[src/rtl/dram_arbiter.sv]
// rtl/dram_arbiter.sv - four-requester round-robin arbiter in front of a single-port DRAM.
// A grant latches the request; the DRAM strobes then follow the latched copy until the ack.
module dram_arbiter #(
  parameter int RD_LAT = 1
) (
  input  logic        i_clk,
  input  logic        i_rst,
  input  logic [3:0]  i_req,
  input  logic [3:0]  i_we,
  input  logic [63:0] i_addr,
  input  logic [31:0] i_wdata,
  output logic [3:0]  o_ack,
  output logic [7:0]  o_rdata,
  output logic [3:0]  o_grant,
  output logic        o_busy,
  output logic [15:0] o_dram_addr,
  output logic        o_dram_read,
  output logic        o_dram_write,
  output logic [7:0]  o_dram_out,
  input  logic [7:0]  i_dram_in
);

  typedef enum logic [1:0] {IDLE, ACCESS, RDWAIT, DONE} state_t;

  localparam logic [1:0] CNT_INIT = 2'(RD_LAT - 1);

  state_t      state_q, state_d;
  logic [1:0]  ptr_q, ptr_d;
  logic [1:0]  gidx_q, gidx_d;
  logic [1:0]  cnt_q, cnt_d;
  logic        we_q, we_d;
  logic [15:0] addr_q, addr_d;
  logic [7:0]  wdata_q, wdata_d;
  logic [7:0]  rdata_q, rdata_d;

  logic        found;
  logic [1:0]  win;
  logic [1:0]  cand;

  // Upward search from the priority pointer; 2-bit arithmetic gives the 3->0 wrap.
  always_comb begin
    found = 1'b0;
    win   = ptr_q;
    cand  = ptr_q;
    for (int k = 0; k < 4; k++) begin
      cand = ptr_q + 2'(k);
      if (!found && i_req[cand]) begin
        found = 1'b1;
        win   = cand;
      end
    end
  end

  always_comb begin
    state_d = state_q;
    ptr_d   = ptr_q;
    gidx_d  = gidx_q;
    cnt_d   = cnt_q;
    we_d    = we_q;
    addr_d  = addr_q;
    wdata_d = wdata_q;
    rdata_d = rdata_q;
    case (state_q)
      IDLE: begin
        if (found) begin
          state_d = ACCESS;
          gidx_d  = win;
          ptr_d   = win + 2'd1;
          we_d    = i_we[win];
          addr_d  = i_addr[{win, 4'b0000} +: 16];
          wdata_d = i_wdata[{win, 3'b000} +: 8];
        end
      end
      ACCESS: begin
        if (we_q) begin
          state_d = DONE;
        end else begin
          state_d = RDWAIT;
          cnt_d   = CNT_INIT;
        end
      end
      RDWAIT: begin
        if (cnt_q == 2'd0) begin
          state_d = DONE;
          rdata_d = i_dram_in;
        end else begin
          cnt_d = cnt_q - 2'd1;
        end
      end
      DONE:    state_d = IDLE;
      default: state_d = IDLE;
    endcase
  end

  always_ff @(posedge i_clk or posedge i_rst) begin
    if (i_rst) begin
      state_q <= IDLE;
      ptr_q   <= 2'd0;
      gidx_q  <= 2'd0;
      cnt_q   <= 2'd0;
      we_q    <= 1'b0;
      addr_q  <= 16'd0;
      wdata_q <= 8'd0;
      rdata_q <= 8'd0;
    end else begin
      state_q <= state_d;
      ptr_q   <= ptr_d;
      gidx_q  <= gidx_d;
      cnt_q   <= cnt_d;
      we_q    <= we_d;
      addr_q  <= addr_d;
      wdata_q <= wdata_d;
      rdata_q <= rdata_d;
    end
  end

  // Outputs decode straight from registered state so reset clears them without an edge.
  assign o_busy       = (state_q != IDLE);
  assign o_grant      = o_busy ? (4'b0001 << gidx_q) : 4'b0000;
  assign o_ack        = (state_q == DONE) ? (4'b0001 << gidx_q) : 4'b0000;
  assign o_dram_write = (state_q == ACCESS) && we_q;
  assign o_dram_read  = ((state_q == ACCESS) && !we_q) || (state_q == RDWAIT);
  assign o_dram_addr  = addr_q;
  assign o_dram_out   = wdata_q;
  assign o_rdata      = rdata_q;

endmodule

[config.mk]
export PLATFORM = sky130hd
export DESIGN_NAME = dram_arbiter
export DESIGN_NICKNAME = d
export VERILOG_FILES = /design/src/rtl/dram_arbiter.sv
export SDC_FILE = /design/constraint.sdc
export NUM_CORES = 1
export LEC_CHECK = 0
export CORE_ASPECT_RATIO = 1.1
export CORE_UTILIZATION = 30
export DETAILED_ROUTE_END_ITERATION = 10
export PLACE_DENSITY = 0.68
export REMOVE_ABC_BUFFERS = 1
export SYNTH_ARGS = -nofsm -noshare
export SYNTH_HDL_FRONTEND = slang
export SYNTH_SLANG_ARGS = --single-unit
[constraint.sdc]
create_clock -name i_clk -period 1.91 [get_ports i_clk]
set_input_delay 0.191 -clock i_clk [delete_from_list [all_inputs] [get_ports i_clk]]
set_output_delay 0.191 -clock i_clk [all_outputs]
set_load 0.02 [all_outputs]
==> results.md, run 1 <==
- The flip-flop and latch count after synthesis is 41.
- The clock network burns 11.5% of the power.
- The critical path starts at i_req[0].
- The final setup violation count is 0.
- The most used flip-flop cell after synthesis is sky130_fd_sc_hd__dfrtp_1.
- The total routed wire length on the met1 layer is between 3000 and 4000 um.
- Entering global routing, the biggest net connects 42 pins.
- The total count of hold-check failures in the final report is 0.
- The first global-routing pass estimated 13690 um of wire.
- Cell internal power was estimated by the tool at 3647 uW.
- The share of the clock period used by the worst path is 95.74%.
- The number of antenna diodes in the final layout is 0.
- The largest individual stage delay along the critical path comes from the cell sky130_fd_sc_hd__or4_4.
- The layout net count is 568.
- The clock tree buffer depth is 2.
- The count of buffers added on input and output ports is around 160.
- The reg-to-reg critical path startpoint is ptr_q[1].
- For this run, the top clock speed supported by timing is 0.5469 GHz.
- Before antenna repair, the detailed router went through 4 iterations.
- The ratio of routed vias to standard cells is between 4 and 5.
- The detailed router used layers up to and including met4.
- The maximum fanout along the worst path is 16.
- The global-route total usage across every layer is 18.28%.
- The setup slack after placement is -242.3 ps.
- Summed over all cells, the static leakage comes to 0.001975 uW.
- The max-slew violation count is 0.
- In this run, synthesis inferred 0 flip-flops with an integrated enable.
- STA classifies the critical path endpoint as a flip-flop.
- Clock-pin slew was measured on the worst setup and hold paths at 90 ps.
- After synthesis, the cell types taking the most area are sky130_fd_sc_hd__dfrtp_1, sky130_fd_sc_hd__a211oi_1, sky130_fd_sc_hd__mux2i_1, sky130_fd_sc_hd__a31oi_1, sky130_fd_sc_hd__a211oi_2.
- The number of core rows is 36.
- Summed over all instances, the cell type with the most area after synthesis is sky130_fd_sc_hd__dfrtp_1.
- The number of antenna violations at the first check in global routing is 0.
- CTS built an H-tree with a depth of 2.
- Leaving out fill and tap cells, the most frequent cell in the layout is sky130_fd_sc_hd__clkdlybuf4s50_1.
- After global routing the overflow that remains totals 0.
- The sequential fraction of design power is 25.0%.
- The worst-case IR drop observed on VDD is around 0.59 mV.
- Detailed placement finished with a half-perimeter wire length of 6476 um.
- The power after layout is 6319 uW.
- The flow ran to the end, and the final reports show no timing, DRC or antenna violations.
- The horizontal die dimension is slightly above 90 um.
- The fraction of layout cells with a size suffix above 1 is 12.92%.
- After detailed placement, the design holds a cell count of 555.
- In the routed design, unresolved DRC markers number 0.
- The critical path's most frequent cell is sky130_fd_sc_hd__a211oi_1.
- The largest single stage delay on the critical path is 550 ps.
- The CTS tree is done.
- The full die area is 9504 um^2.
- The routed wire length on met3 is 680 um.
- The startpoint kind of the worst setup timing path is a primary input.
- The remaining number of nets flagged by the antenna check after routing is 0.
- The post-synth design cell area is about 2700 um^2.
- The total wire length after detailed routing is 8641 um.
- For this block, the initial DRC count from the detailed router was 62.
- Fill cells in the final layout number 836.
- Combinational logic is responsible for 63.5% of the overall power.
- The data arrival time at the worst-slack endpoint is just over 2000 ps.
- The number of global-route vias before repair was between 2000 and 3000.
- The top cell types in the final layout, fill and taps aside, are sky130_fd_sc_hd__clkdlybuf4s50_1, sky130_fd_sc_hd__dfrtp_1, sky130_fd_sc_hd__a211oi_1.
- The post-route clock skew is 10.28 ps.
- The final estimated routing congestion in global placement is 0.7632.
- The worst hold path belongs to the class primary input to async pin.
- The region available for standard cell placement spans roughly 9000 um^2.
- The critical path is of the primary input to flip-flop type.
- Walking the worst path, the cells encountered are clkdlybuf4s50_1, nor2b_1, or4_4, nand3_2, buf_12, a211oi_1, a211oi_1.
- At the pin with the least slew margin, the transition time is 527.6 ps.
- The worst slew slack as a fraction of its limit is roughly 65%.
- The floorplan step set the die height to 102.1 um.
- The layout overhead on the synthesized area is 68.85%.
- Setup repair after global routing left no endpoint under its margin.
- The clock latency at the later pin of the worst-skew pair is 290 ps.
- In this run, CTS created clock tree buffers numbering 5.
- The tool flagged a number of max-cap violations equal to 0.
- Synthesis instantiated 36 different standard cells from the library.
- The synthesized instance count is slightly below 300.
- The power density normalized to cell area is around 1400 nW/um^2.
- The sequential element share of the synthesized area is between 30% and 40%.
- After the flow finishes, the layout carries non-filler instances totaling roughly 560.
- Of the total power, the share spent switching nets is approximately 42%.
- The clock sink count is just over 40.
- For this run, asynchronously set or reset flops after synthesis account for 100.0%.
- The mean instance size in the synthesized netlist is between 9 and 10 um^2.
- Once the floorplan was initialized, standard cells occupied 30.82% of the core.
- The final route contains 2792 vias.
- The total length of routed met2 wires is 4516 um.
- The final worst-path setup slack is 81.43 ps.
- Dividing the detail-routed wire length by the instance count gives 15.35 um.
- The library cell used as clock root buffer is sky130_fd_sc_hd__clkbuf_8.
- The switching component of the power is 2672 uW.
- The Yosys step of the flow raised 0 warnings.
- The count of pins on the block boundary is 157.
- STA puts the critical path data required time at 2110 ps.
- The top cell type's share of synthesized area is ~38%.
- For the finished layout, the period the worst path requires is 1829 ps.
## timing repair
action / in CTS / in global routing
endpoints found under the setup margin: 27 / 21
hold buffers: 0 / 0
setup buffers: 0 / 0
gates resized for setup: 10 / 13
pin swaps: 0 / 1
## per-layer routing
layer | up-vias | GRT usage, %
li1 | 1364 | -
met4 | 0 | 3.905
met3 | 4 | 5.878
met1 | 1313 | 20.24
met5 | - | 0
met2 | 111 | 34.16
## path summary, 6_finish.rpt
check / to / slack (ps) / cells past startpoint
max: o_dram_addr[10] / 80 / 7
min: o_dram_addr[0] / 350 / 3
max reg2reg: o_dram_addr[10] / 100 / 6
min reg2reg: o_rdata[5] / 510 / 1
max in group asynchronous: ptr_q[1] / 1160 / 3
min in group i_clk: o_rdata[5] / 510 / 1
## layout make-up
class	instances	area [um^2]	area share (%)
flip-flops and latches	41	1027	22.24
multi-input cells	195	1455	31.51
inverters	33	123.9	2.682
clock buffers	6	82.58	1.788
clock inverters	2	37.54	0.8128
well taps	114	142.6	3.089
repair buffers	172	1749	37.88
## state kept, by name, summed over array words and instances (netlist names)
signal,flops
cnt_q,2
ptr_q,2
state_q,2
we_q,1
o_rdata,8
o_dram_out,8
gidx_q,2
o_dram_addr,16
## critical path: cells and delay by family
family | cells | cell delay, ps
and+or+nand+nor | 3 | 900
buffers and inverters | 2 | 630
AOI/OAI and AO/OA | 2 | 280
## power by group through the flow
stage                     sequential, uW  clock [uW]  combinational, uW
after global routing                1640         794               4340
after floorplan                     1970           0               1800
after CTS                           1580         756               4060
after detailed placement            1590           0               4080
after global placement              1570           0               3990
final                               1580         726               4010
## Yosys cell counts, types with 2 or more instances
master and instances:
sky130_fd_sc_hd__a211oi_1 39, sky130_fd_sc_hd__a211oi_2 11, sky130_fd_sc_hd__a21oi_1 4, sky130_fd_sc_hd__a31oi_1 26, sky130_fd_sc_hd__and3_1 3, sky130_fd_sc_hd__buf_4 3
sky130_fd_sc_hd__buf_6 5, sky130_fd_sc_hd__buf_8 2, sky130_fd_sc_hd__clkbuf_1 12, sky130_fd_sc_hd__dfrtp_1 41, sky130_fd_sc_hd__ha_1 6, sky130_fd_sc_hd__inv_1 33
sky130_fd_sc_hd__mux2_2 8, sky130_fd_sc_hd__mux2i_1 25, sky130_fd_sc_hd__nand2_1 9, sky130_fd_sc_hd__nor2_1 31, sky130_fd_sc_hd__nor2b_1 4, sky130_fd_sc_hd__nor3_1 4
sky130_fd_sc_hd__nor3b_1 3, sky130_fd_sc_hd__o21ai_0 7
## through the flow
| stage | hold WS [ps] | util, % | area (um^2) | setup TNS [ps] |
|---|---|---|---|---|
| detailed placement | 496.9 | 50.56 | 4487 | -4538 |
| global placement | 488.4 | 50.56 | 4487 | -2744 |
| floorplan | 341.6 | - | 2576 | -32490 |
| global route | 401.4 | 52.04 | 4618 | 0 |
| finish | 352.8 | 52.04 | 4618 | 0 |
| CTS | 372.6 | 51.95 | 4609 | 0 |
## cell families (layout without fill, tap and decap cells)
logic type      after synthesis  in the layout  synth area share (%)
compound gates               94             94                 25.89
simple gates                 61             61                 10.75
buf+inv                      56            213                 10.34
flops                        41             41                 37.51
mux                          33             33                 12.44
fa+ha+maj                     6              6                 2.745
xor+xnor                      1              1                0.3203
Note: power is estimated with default switching activity, not from simulation.
==> run 2: changes to the inputs <==
Settings changed: CORE_ASPECT_RATIO 1.1 to 1.25.
==> run 2 against run 1 <==
  * Sequential power about the same
  * Non-clock buffer count increased by 21
  * Cell area increased by 7.5%
  * Critical path type is now flip-flop to flip-flop
  * Critical endpoint is now o_dram_out[6]
  * Fmax decreased by 2.0%
  * Largest power group unchanged
  * Sequential cell count unchanged
  * Via count increased by 5.3%
  * Critical path depth increased by 1
  * Worst setup slack got worse by 38 ps
  * Utilization increased by 4.7 points
  * First-iteration DRC count increased by 26%
  * Combinational power increased by 13%
  * Largest cell class unchanged
  * Clock skew decreased by 6.0 ps
==> results.md, run 2 (synthesis gave the netlist of run 1 again) <==
- The switching portion of total power is 41.45% (-0.83 points).
- The type of the worst min-delay path is primary input to async pin.
- The detailed router's first-iteration violation count came to 78 (+26%).
- The measured slew at the worst slew-check pin was 465.8 ps (-61.81 ps).
- The max-slew violation count is 0 (unchanged).
- The detailed placer's ending HPWL is 6715 um (+3.7%).
- The total of hold buffers inserted after clock tree synthesis is 0 (unchanged).
- The maximum level of the CTS H-tree is 2 (unchanged).
- The worst reg2reg path endpoint is o_dram_out[6].
- The logic depth of the worst register-to-register path came to 8 (+2).
- The total iterations of the first detailed-routing run is 4 (unchanged).
- The number of antenna violations at the first check in global routing was 0 (unchanged).
- The remaining number of nets flagged by the antenna check after routing was 0 (unchanged).
- The required time of the worst setup path is 2080 ps (-30 ps).
- Setup repair after global routing could not meet its margin everywhere.
- The power after layout was 6945 uW (+9.9%).
- The share of the clock period used by the worst path was 97.70% (+2.0 points).
- The sequential fraction of design power came to 22.6% (-2.4 points).
- CTS placed an instance of sky130_fd_sc_hd__clkbuf_8 at the clock tree root.
- The global-route total usage across every layer is 19.10% (+0.82 points).
- The maximum fanout along the worst path is 13 (-3).
- The final critical path time including I/O delays and setup is 1866 ps (+37.59 ps).
- The worst slew slack as a fraction of its limit is 68.90% (+4.1 points).
- The most common cell after layout, fill and taps aside is sky130_fd_sc_hd__clkdlybuf4s50_1.
- The run finished with clean final reports.
- The count of pins on the block boundary was 157 (unchanged).
- The full die area was 9505 um^2 (about the same).
- The pin count of the biggest net entering global routing is 28 (-33%).
- The clock buffer count from CTS is 5 (unchanged).
- The final setup violation count came to 0 (unchanged).
- The wire length of the first global-routing pass is 13910 um (+1.6%).
- The total count of hold-check failures in the final report was 0 (unchanged).
- The switching component of the power is 2879 uW (+7.7%).
- The fraction of layout cells with a size suffix above 1 is 19.75% (+6.8 points).
- The static leakage came to 0.002105 uW (+6.6%).
- The data arrival time at the worst-slack endpoint is 2040 ps (+20 ps).
- The startpoint kind of the worst setup timing path is a flip-flop.
- The maximum resistive drop on vdd is 0.6167 mV (+4.2%).
- The clock tree buffer depth is 2 (unchanged).
- The total number of vias is 2940 (+5.3%).
- The final antenna diode count came to 0 (unchanged).
- The layout net count is 590 (+3.9%).
- The ratio of routed vias to standard cells is 4.975 (+0.31%).
- The power density normalized to cell area is 1399 nW/um^2 (+2.3%).
- In the layout the commonest cells are sky130_fd_sc_hd__clkdlybuf4s50_1, sky130_fd_sc_hd__dfrtp_1, sky130_fd_sc_hd__inv_1.
- The initial core utilization is 31.26% (+0.44 points).
- The worst hold slack across all endpoints came to 225.6 ps (-127.2 ps).
- The number of global-route vias before repair was 3034 (+7.6%).
- The critical path class is flip-flop to flip-flop.
- TritonCTS built the clock tree.
- The final estimated routing congestion in global placement came to 0.7782 (+2.0%).
- The port buffer count was 156 (unchanged).
- The cell total after placement was 570 (+2.7%).
- The total wire length after detailed routing is 9352 um (+8.2%).
- Compared with the post-synthesis result, the final layout area differs by 81.47%.
- The final global-route overflow total is 0 (unchanged).
- The combinational fraction of design power is 65.5% (+2.0 points).
- The flip-flop count of the largest register after layout is 16 (unchanged).
- The achievable clock frequency is 0.5359 GHz (-2.0%).
- The reg-to-reg critical path startpoint is ptr_q[1].
- The clock latency at the later pin of the worst-skew pair is 290 ps (about the same).
- The count of unresolved DRC violations after routing is 0 (unchanged).
- The area of the core is 8748 um^2 (-1.4%).
- The internal portion of total power is 4066 uW (+11%).
- The type of destination of the critical path is a flip-flop.
- The post-route clock skew is 4.320 ps (-5.958 ps).
- The routed length per placed instance is 15.82 um (+3.1%).
- The die extent in y is 108.8 um (+6.5%).
- The final cell count without fillers came to 591 (+5.0%).
- The number of core rows was 38 (+5.6%).
- The clock sink count is 41 (unchanged).
- The max capacitance violation total was 0 (unchanged).
- The part of the power in the clock network came to 11.9% (+0.4 points).
- The worst-case register-to-register setup slack is 40 ps (-60 ps).
- The clock-pin slew reported for the worst setup and hold paths after clock tree synthesis is 80 ps (about the same).
- The horizontal die dimension is 87.40 um (-6.1%).
## run 2: cell count changes in the layout (fill, tap and decap cells not counted), moves of 3 or more
cell                            change
sky130_fd_sc_hd__buf_12             +3
sky130_fd_sc_hd__a211oi_2          +13
sky130_fd_sc_hd__a211oi_1          -13
sky130_fd_sc_hd__buf_4             +15
sky130_fd_sc_hd__dlygate4sd2_1      +3
sky130_fd_sc_hd__mux2i_1            -3
sky130_fd_sc_hd__mux2i_2            +3
## run 2: what timing repair did
action | 4_1_cts | 5_1_grt
cloned | 2 | 1
resized for setup | 27 | 16
endpoints found under the hold margin | 0 | 0
setup buffers | 9 | 2
pin swaps | 23 | 2
setup endpoints to repair | 36 | 28
## run 2: per-stage QoR
stage / TNS [ps] / setup slack [ps] / util [%] / cell area, um^2
2_1_floorplan: -32490 / -1196 / - / 2576
3_3_place_gp: -13340 / -526.0 / 52.00 / 4549
3_5_place_dp: -14500 / -597.9 / 52.00 / 4549
4_1_cts: -15.41 / -8.414 / 56.01 / 4900
5_1_grt: -53.04 / -49.62 / 56.74 / 4964
6_report: 0 / 43.84 / 56.74 / 4964
## run 2: routing by layer
| layer | share of wire (%) | GRT usage (%) |
|---|---|---|
| met1 | 37 | 19.22 |
| met2 | 54 | 36.83 |
| met3 | 6.2 | 4.845 |
| met4 | 2.9 | 7.611 |
| met5 | 0 | 0 |
## run 2: how the worst max path moves through the flow
stage / start / to / slack, ps / cells past startpoint
6_report: ptr_q[1] / o_dram_out[6] / 40 / 8
4_1_cts: ptr_q[1] / o_dram_addr[3] / -8 / 8
2_1_floorplan: ptr_q[0] / o_dram_addr[0] / -1200 / 5
5_1_grt: state_q[0] / state_q[0] / -50 / 8
3_3_place_gp: i_req[3] / o_dram_out[4] / -530 / 5
3_5_place_dp: i_req[3] / o_dram_out[6] / -600 / 5
## run 2: critical path, stage by stage, from the launching register on
cell and delay, ps:
sky130_fd_sc_hd__dfrtp_1 390, sky130_fd_sc_hd__buf_6 120, sky130_fd_sc_hd__nor3_1 40, sky130_fd_sc_hd__or4_4 490, sky130_fd_sc_hd__buf_4 170, sky130_fd_sc_hd__buf_4 140
sky130_fd_sc_hd__a21oi_4 160, sky130_fd_sc_hd__buf_12 160, sky130_fd_sc_hd__a211oi_1 80
## run 2: power groups by stage
stage	clock network, uW	registers, uW	logic [uW]
floorplan	0	1970	1800
global placement	0	1560	4070
detailed placement	0	1590	4150
CTS	850	1560	4450
global route	876	1620	4840
finish	829	1570	4550
## run 2: layout make-up
type	instances	area, um^2
repair buffers	193	1966
multi-input cells	196	1564
flip-flops and latches	41	1026
inverters	33	123.9
clock buffers	5	68.82
clock inverters	3	65.06
fillers	810	3785
well taps	120	150.1
